[config.mk]
export PLATFORM = sky130hd
export DESIGN_NAME = frame_stats_unit
export DESIGN_NICKNAME = d
export VERILOG_FILES = /design/src/rtl/frame_stats_unit.sv
export SDC_FILE = /design/constraint.sdc
export NUM_CORES = 1
export LEC_CHECK = 0
export BUFFER_PORTS_ARGS = -buffer_cell sky130_fd_sc_hd__buf_2
export CAP_MARGIN = 20
export CORE_ASPECT_RATIO = 0.5
export CORE_MARGIN = 10
export CORE_UTILIZATION = 35
export DETAILED_ROUTE_END_ITERATION = 10
export GPL_ROUTABILITY_DRIVEN = 0
export SETUP_SLACK_MARGIN = 0.02
export SLEW_MARGIN = 10
export SYNTH_ARGS = -nofsm -noshare
export SYNTH_HDL_FRONTEND = slang
export SYNTH_SLANG_ARGS = --single-unit
[constraint.sdc]
create_clock -name clk -period 4.35 [get_ports clk]
set_input_delay 0.2175 -clock clk [delete_from_list [all_inputs] [get_ports clk]]
set_output_delay 0.2175 -clock clk [all_outputs]
set_load 0.02 [all_outputs]
[src/rtl/frame_stats_unit.sv]
// Per-frame pixel statistics: count, sum, min, max and bright-pixel count,
// committed at frame end into a record register offered on a valid/ready port.
module frame_stats_unit #(
  parameter int CNT_W = 16,
  parameter int SUM_W = 24
) (
  input  logic             clk,
  input  logic             rst_n,
  input  logic [7:0]       pixel_in,
  input  logic             pixel_valid,
  input  logic             frame_start,
  input  logic             frame_done,
  input  logic [7:0]       threshold,
  input  logic             overrun_clr,
  output logic             stats_valid,
  input  logic             stats_ready,
  output logic [CNT_W-1:0] pix_count,
  output logic [SUM_W-1:0] pix_sum,
  output logic [7:0]       pix_min,
  output logic [7:0]       pix_max,
  output logic [CNT_W-1:0] bright_count,
  output logic             saturated,
  output logic             overrun,
  output logic             busy
);

  // Output handshake: a record moves on any posedge where stats_valid && stats_ready.
  // stats_valid never drops without a transfer, and record fields hold while it is high.

  typedef enum logic {S_IDLE, S_ACCUM} state_t;

  state_t           state_q, state_d;
  logic [CNT_W-1:0] cnt_q, cnt_d, bright_q, bright_d;
  logic [SUM_W-1:0] sum_q, sum_d;
  logic [7:0]       min_q, min_d, max_q, max_d, thr_q, thr_d;
  logic             sat_q, sat_d;

  logic             valid_q, valid_d;
  logic [CNT_W-1:0] rcnt_q, rcnt_d, rbright_q, rbright_d;
  logic [SUM_W-1:0] rsum_q, rsum_d;
  logic [7:0]       rmin_q, rmin_d, rmax_q, rmax_d;
  logic             rsat_q, rsat_d;
  logic             overrun_q, overrun_d;

  logic             restart, commit, transfer, load, drop;
  logic [CNT_W-1:0] base_cnt, base_bright, inc_cnt, inc_bright;
  logic [SUM_W-1:0] base_sum, inc_sum;
  logic [SUM_W:0]   sum_wide;
  logic [7:0]       base_min, base_max, inc_min, inc_max, thr_use;
  logic             base_sat, inc_sat;

  // Accumulator update including this cycle's pixel. On a restart the base is
  // the cleared frame and the freshly presented threshold applies.
  always_comb begin
    restart     = frame_start && ((state_q == S_IDLE) || !frame_done);
    commit      = (state_q == S_ACCUM) && frame_done;
    base_cnt    = restart ? '0 : cnt_q;
    base_sum    = restart ? '0 : sum_q;
    base_bright = restart ? '0 : bright_q;
    base_min    = restart ? 8'hFF : min_q;
    base_max    = restart ? 8'h00 : max_q;
    base_sat    = restart ? 1'b0 : sat_q;
    thr_use     = restart ? threshold : thr_q;
    sum_wide    = {1'b0, base_sum} + {{(SUM_W-7){1'b0}}, pixel_in};

    inc_cnt    = base_cnt;
    inc_sum    = base_sum;
    inc_bright = base_bright;
    inc_min    = base_min;
    inc_max    = base_max;
    inc_sat    = base_sat;
    if (pixel_valid) begin
      if (base_cnt == '1) inc_sat = 1'b1;
      else inc_cnt = base_cnt + CNT_W'(1);
      if (sum_wide[SUM_W]) begin
        inc_sum = '1;
        inc_sat = 1'b1;
      end else begin
        inc_sum = sum_wide[SUM_W-1:0];
      end
      if (pixel_in < base_min) inc_min = pixel_in;
      if (pixel_in > base_max) inc_max = pixel_in;
      if (pixel_in >= thr_use) begin
        if (base_bright == '1) inc_sat = 1'b1;
        else inc_bright = base_bright + CNT_W'(1);
      end
    end
  end

  always_comb begin
    state_d  = state_q;
    cnt_d    = cnt_q;
    sum_d    = sum_q;
    bright_d = bright_q;
    min_d    = min_q;
    max_d    = max_q;
    sat_d    = sat_q;
    thr_d    = thr_q;
    case (state_q)
      S_IDLE: begin
        if (frame_start) begin
          state_d  = S_ACCUM;
          cnt_d    = inc_cnt;
          sum_d    = inc_sum;
          bright_d = inc_bright;
          min_d    = inc_min;
          max_d    = inc_max;
          sat_d    = inc_sat;
          thr_d    = threshold;
        end
      end
      S_ACCUM: begin
        if (frame_done) begin
          // The same-cycle pixel belongs to the committed record, so a
          // back-to-back frame_start opens an empty frame.
          if (frame_start) begin
            cnt_d    = '0;
            sum_d    = '0;
            bright_d = '0;
            min_d    = 8'hFF;
            max_d    = 8'h00;
            sat_d    = 1'b0;
            thr_d    = threshold;
          end else begin
            state_d = S_IDLE;
          end
        end else begin
          cnt_d    = inc_cnt;
          sum_d    = inc_sum;
          bright_d = inc_bright;
          min_d    = inc_min;
          max_d    = inc_max;
          sat_d    = inc_sat;
          if (frame_start) thr_d = threshold;
        end
      end
      default: state_d = S_IDLE;
    endcase
  end

  always_comb begin
    transfer  = valid_q && stats_ready;
    load      = commit && (!valid_q || transfer);
    drop      = commit && valid_q && !stats_ready;
    valid_d   = valid_q;
    rcnt_d    = rcnt_q;
    rsum_d    = rsum_q;
    rbright_d = rbright_q;
    rmin_d    = rmin_q;
    rmax_d    = rmax_q;
    rsat_d    = rsat_q;
    if (load) begin
      valid_d   = 1'b1;
      rcnt_d    = inc_cnt;
      rsum_d    = inc_sum;
      rbright_d = inc_bright;
      rmin_d    = inc_min;
      rmax_d    = inc_max;
      rsat_d    = inc_sat;
    end else if (transfer) begin
      valid_d = 1'b0;
    end
    overrun_d = overrun_q;
    if (overrun_clr) overrun_d = 1'b0;
    if (drop) overrun_d = 1'b1;
  end

  always_ff @(posedge clk or negedge rst_n) begin
    if (!rst_n) begin
      state_q   <= S_IDLE;
      cnt_q     <= '0;
      sum_q     <= '0;
      bright_q  <= '0;
      min_q     <= '0;
      max_q     <= '0;
      sat_q     <= 1'b0;
      thr_q     <= '0;
      valid_q   <= 1'b0;
      rcnt_q    <= '0;
      rsum_q    <= '0;
      rbright_q <= '0;
      rmin_q    <= '0;
      rmax_q    <= '0;
      rsat_q    <= 1'b0;
      overrun_q <= 1'b0;
    end else begin
      state_q   <= state_d;
      cnt_q     <= cnt_d;
      sum_q     <= sum_d;
      bright_q  <= bright_d;
      min_q     <= min_d;
      max_q     <= max_d;
      sat_q     <= sat_d;
      thr_q     <= thr_d;
      valid_q   <= valid_d;
      rcnt_q    <= rcnt_d;
      rsum_q    <= rsum_d;
      rbright_q <= rbright_d;
      rmin_q    <= rmin_d;
      rmax_q    <= rmax_d;
      rsat_q    <= rsat_d;
      overrun_q <= overrun_d;
    end
  end

  assign stats_valid  = valid_q;
  assign pix_count    = rcnt_q;
  assign pix_sum      = rsum_q;
  assign pix_min      = rmin_q;
  assign pix_max      = rmax_q;
  assign bright_count = rbright_q;
  assign saturated    = rsat_q;
  assign overrun      = overrun_q;
  assign busy         = (state_q == S_ACCUM);

endmodule

# After elaboration in Yosys (flattened, before gate mapping)
# Index checks and enable logic that the tools add are counted.
# totals
input_bits	23
register_bits	157
elab_cells	95
# op_classes
n_addsub	3
n_mux	54
n_reduce_logical	14
eq_ne	4
n_lt_le_gt_ge	3
n_bitwise	1
# op_table
operator	n
$mux W16	12
$mux W24	6
$mux W8	14
$pmux W16 S2	2
$pmux W24 S2	1
$add A16 B1 Y16 const B	2
$eq A16 B16 Y1 const B	2
$pmux W8 S2	2
$add A24 B8 Y25	1
$mux W1	15
$ge A8 B8 Y1	1
$gt A8 B8 Y1	1
$lt A8 B8 Y1	1
$logic_and A1 B1 Y1	6
$pmux W1 S2	2
$reduce_bool A2 Y1	2
$logic_not A1 Y1	3
$ne A3 B3 Y1 const B	1
$logic_or A1 B1 Y1	2
$ne A2 B2 Y1 const B	1
$reduce_and A2 Y1	1
$not A1 Y1	1

# Logic depth before layout (Yosys ltp)
# logic_depth
word_depth	12
mapped_depth	16
ltp_nobuf	10

# Worst setup path before layout
# OpenSTA, ideal clock, no wires.
# synth_timing
kind	reg2reg
startpoint	reg state_q, in the netlist busy
endpoint	reg bright_q[1]
stages_incl_launch_ff	15
setup_slack_ns	0.705
required_time_ns	4.220
arrival_ns	3.514
path_buffers	5
period_less_slack_ns	3.645
setup_time_ns	0.130
path_cell_list	dfrtp_1 > buf_4 > a21boi_1 > buf_2 > buf_1 > clkbuf_1 > mux2i_1 > ha_1 > and2_1 > a221oi_1 > o21ai_2 > clkbuf_1 > and3_4 > a32oi_1 > nand3_1
# synth_between
elab_chain_cells	10
word_cells_on_any_way	17
# synth_rtl
item	line	text
start, declared	32	state_t state_q, state_d;
start signal, assigned	187	state_q <= state_d;
$not A1 Y1	n/a	
$logic_or A1 B1 Y1	55	restart = frame_start && ((state_q == S_IDLE) || !frame_done);
$logic_and A1 B1 Y1	55	
$mux W16	59	base_bright = restart ? '0 : bright_q;
$add A16 B1 Y16 or $eq A16 B16 Y1 (tied branches)	85, 84	
$mux W16	84	if (base_bright == '1) inc_sat = 1'b1;
$mux W16	83	if (pixel_in >= thr_use) begin
$mux W16	72	if (pixel_valid) begin
$mux W16 (on tied branches)	113, 101	
$pmux W16 S2	99	case (state_q)
end signal, assigned	190	bright_q <= bright_d;
end, declared	33	logic [CNT_W-1:0] cnt_q, cnt_d, bright_q, bright_d;
# Several ways; a longest one is shown, not always the timed one. The select of a mux whose other input is x is not followed.
# A chain may end at the register's enable or synchronous reset.

# Worst setup path after layout
# layout_timing
startpoint	reg state_q, in the netlist busy
endpoint	reg rbright_q[8], in the netlist bright_count[8]
# layout_between
elab_chain_cells	8
word_cells_on_any_way	13
# layout_rtl
item	line	text
$not A1 Y1	n/a	
$logic_or A1 B1 Y1	55	
$logic_and A1 B1 Y1	55	
$mux W16	59	
$add A16 B1 Y16 or $eq A16 B16 Y1 (tied branches)	85, 84	
$mux W16	84	
$mux W16	83	
$mux W16	72	
end signal, assigned	198	rbright_q <= rbright_d;
end, declared	39	logic [CNT_W-1:0] rcnt_q, rcnt_d, rbright_q, rbright_d;
# Several ways; a longest one is shown, not always the timed one.

==> results.sh <==
export IMPL_status="complete, no violations"
export IMPL_ios=99
export IMPL_hold_viol_final=0
export IMPL_final_common_cell="dfrtp_1"
export IMPL_startpoint_type="flip-flop"
export IMPL_fin_area_sq_um=10600
export IMPL_die_w_um=249
export IMPL_hold_path_depth=2
export IMPL_synth_area_sq_um=9210
export IMPL_die_y_um=135
export IMPL_async_flop_share=1.00
export IMPL_cts_sinks=157
export IMPL_die_area_sq_um=33600
export IMPL_placedCellCount=1376
export IMPL_syn_instance_count=983
export IMPL_insertion_delay_ns=0.44
export IMPL_grt_pass1_wl_um=42400
export IMPL_path_cells="a21boi_2 -> buf_4 -> nand2_1 -> nand2_1 -> ha_1 -> nand2b_1 -> a31oi_1 -> o21ai_2 -> nand3_4 -> or4_2 -> a31oi_1"
export IMPL_gr_total_overflow=0
export IMPL_grt_pass1_vias=7780
export IMPL_antenna_found_initial=0
export IMPL_nNetsFinal=1110
export IMPL_cts_htree_levels=4
export IMPL_drtIter0Drc=691
export IMPL_slowest_delay_ns=0.61
export IMPL_area_growth_pct=14.7
export IMPL_layout_drive_gt1_share=0.189
export IMPL_clockRootBuffer="clkbuf_16"
export IMPL_worstPathRequired_ns=4.71
export IMPL_core_sq_um=25500
export IMPL_start_util=0.361
export IMPL_antenna_left=0
export IMPL_yosys_warnings=0
export IMPL_yosysSeqAreaShare=0.426
export IMPL_antenna_cells=0
export IMPL_hpwl_um=18200
export IMPL_end_kind="flip-flop"
export IMPL_crit_cells=11
export IMPL_setup_tns_ns=0
export IMPL_tightest_slew_ns=0.895
export IMPL_synthFlopType="dfrtp_1"
export IMPL_clk_path_buf_depth=2
export IMPL_slowest_stage="or4_2"
export IMPL_numPortBuffers=98
export IMPL_synth_area_per_cell_sq_um=9.37
export IMPL_max_freq_ghz=0.275
export IMPL_routed_wl_um=25700
export IMPL_r2r_cells=11
export IMPL_cp_max_fo=22
export IMPL_instances_no_fill=1410
export IMPL_vias_per_cell=5.59
export IMPL_hp_class="in2reg"
export IMPL_drt_pass1_iterations=5
export IMPL_vias=7888
export IMPL_cp_arrival_ns=3.99
export IMPL_period_needed_ns=3.63
export IMPL_synth_enable_flop_cells=0
export IMPL_mostFrequentLayoutCells="dfrtp_1 (157), nand2_1 (114), buf_2 (97)"
export IMPL_place_area_sq_um=9970
export IMPL_synthDistinctLibCells=87
export IMPL_cts_setup_buffers=0
export IMPL_critPathBufInv=1
export IMPL_post_cts_resized=0
export IMPL_critPathTopFamily="compound AO/OA/AOI/OAI gates"
export IMPL_skew_ns=0.0153
export IMPL_fin_crit_sh=0.835
export IMPL_crit_type="reg2reg"
export IMPL_ir_drop_mv=0.270
export IMPL_p_per_area_nw_per_um2=379
export IMPL_grt_usage=0.153
export IMPL_slew_limit_headroom=0.400
export IMPL_avgRoutedWirePerCell_um=18.2
export IMPL_syn_num_nets=1040
export IMPL_clk_pin_slew_ns=0.07
export IMPL_fin_util=0.414
export IMPL_cts_buffers=17
export IMPL_leakage_nw=4.57
export IMPL_std_cell_rows=41
export IMPL_maxCapViolCount=0
export IMPL_maxSlewViolCount=0
export IMPL_rsz0062_at_grt="no"
export IMPL_drc=0
export IMPL_holdWs_ns=0.0220
export IMPL_setup_violations_final=0
export IMPL_synth_seq_cells=157
export IMPL_cts_tree="yes"
export IMPL_grt_max_degree=84
## where the power goes
part / total [W] / leakage [nW] / internal [W] / switching (W)
logic: 0.000846 / 2.25 / 0.000297 / 0.000548
clock network: 0.00147 / 0.278 / 0.000813 / 0.000660
registers: 0.00168 / 2.04 / 0.00160 / 0.0000865
## stage by stage
| step | total power [W] | worst slack, ns |
|---|---|---|
| floorplan | 0.00226 | 0.705 |
| detailed placement | 0.00256 | 0.791 |
| global route | 0.00421 | 0.471 |
| finish | 0.00400 | 0.716 |
| global placement | 0.00255 | 0.863 |
| CTS | 0.00405 | 0.742 |
## routing by layer
layer,wire length [um],global-route usage
met1,11800,0.195
met2,12400,0.258
met3,1130,0.0304
met4,412,0.0462
met5,0,0
## synth_stat cells, drive strengths merged (4+ instances only)
master	number	area, sq um
a211o	13	116
a211oi	8	60.1
a21o	4	30.0
a21oi	36	180
a221o	7	70.1
a22o	8	70.1
a31oi	21	131
a32o	9	90.1
and2	21	133
and3	7	52.6
and4	5	43.8
buf	21	136
clkbuf	43	161
dfrtp	157	3930
ha	33	413
inv	19	71.3
mux2	19	214
mux2i	15	150
nand2	115	434
nand2b	5	31.3
nand3	43	245
nand4	27	169
nor2	87	327
nor2b	9	56.3
nor3	38	195
nor4	11	103
o211a	5	50.1
o211ai	13	103
o21a	4	30.0
o21ai	52	268
o21bai	4	30.0
o22a	9	78.8
o311a	4	40.0
o31ai	4	30.0
or3	5	31.3
or4	9	77.6
xnor2	31	272
xor2	22	193
## kinds of logic (layout without fill, tap and decap cells)
family,after synthesis,count (layout),synth area share
AND/OR/NAND/NOR,393,393,0.217
flip-flops,157,157,0.426
buffers and inverters,83,166,0.0401
XOR/XNOR,53,53,0.0504
adder cells (fa/ha/maj),34,34,0.0470
AO/OA/AOI/OAI,229,229,0.180
multiplexers,34,34,0.0395
## path summary, 6_finish.rpt
| kind | from | end | slack, ns |
|---|---|---|---|
| setup reg to reg | busy | bright_count[8] | 0.72 |
| min in group asynchronous | rst_n | pix_max[6] | 0.40 |
| hold reg to reg | pix_count[9] | pix_count[9] | 0.47 |
| setup / recovery | busy | bright_count[8] | 0.72 |
| max in group asynchronous | rst_n | max_q[7] | 2.85 |
| hold / removal | threshold[1] | thr_q[1] | 0.02 |
## worst register-to-register path, stage by stage, from the launching register on
cell	delay (ns)
dfrtp_1	0.51
a21boi_2	0.52
buf_4	0.42
nand2_1	0.09
nand2_1	0.07
ha_1	0.12
nand2b_1	0.09
a31oi_1	0.12
o21ai_2	0.55
nand3_4	0.27
or4_2	0.61
a31oi_1	0.17
## layout make-up
type	count	area, sq um
fill	2556	15000
multi-input combinational	743	4930
sequential	157	3930
timing repair buffer	115	629
clock buffer	18	439
tap	344	430
clock inverter	14	134
inverter	19	71.3
## registers in the layout, indices dropped and copies added, names as in the netlist, 16 cells and up
name          count
pix_count        16
pix_sum          24
bright_count     16
bright_q         16
cnt_q            16
sum_q            24
## repair_timing
action                                  4_1_cts  5_1_grt
hold buffers                                  2        0
endpoints found under the setup margin        0        0
hold endpoints to repair                     82        0
(Power assumes the default switching activity.)
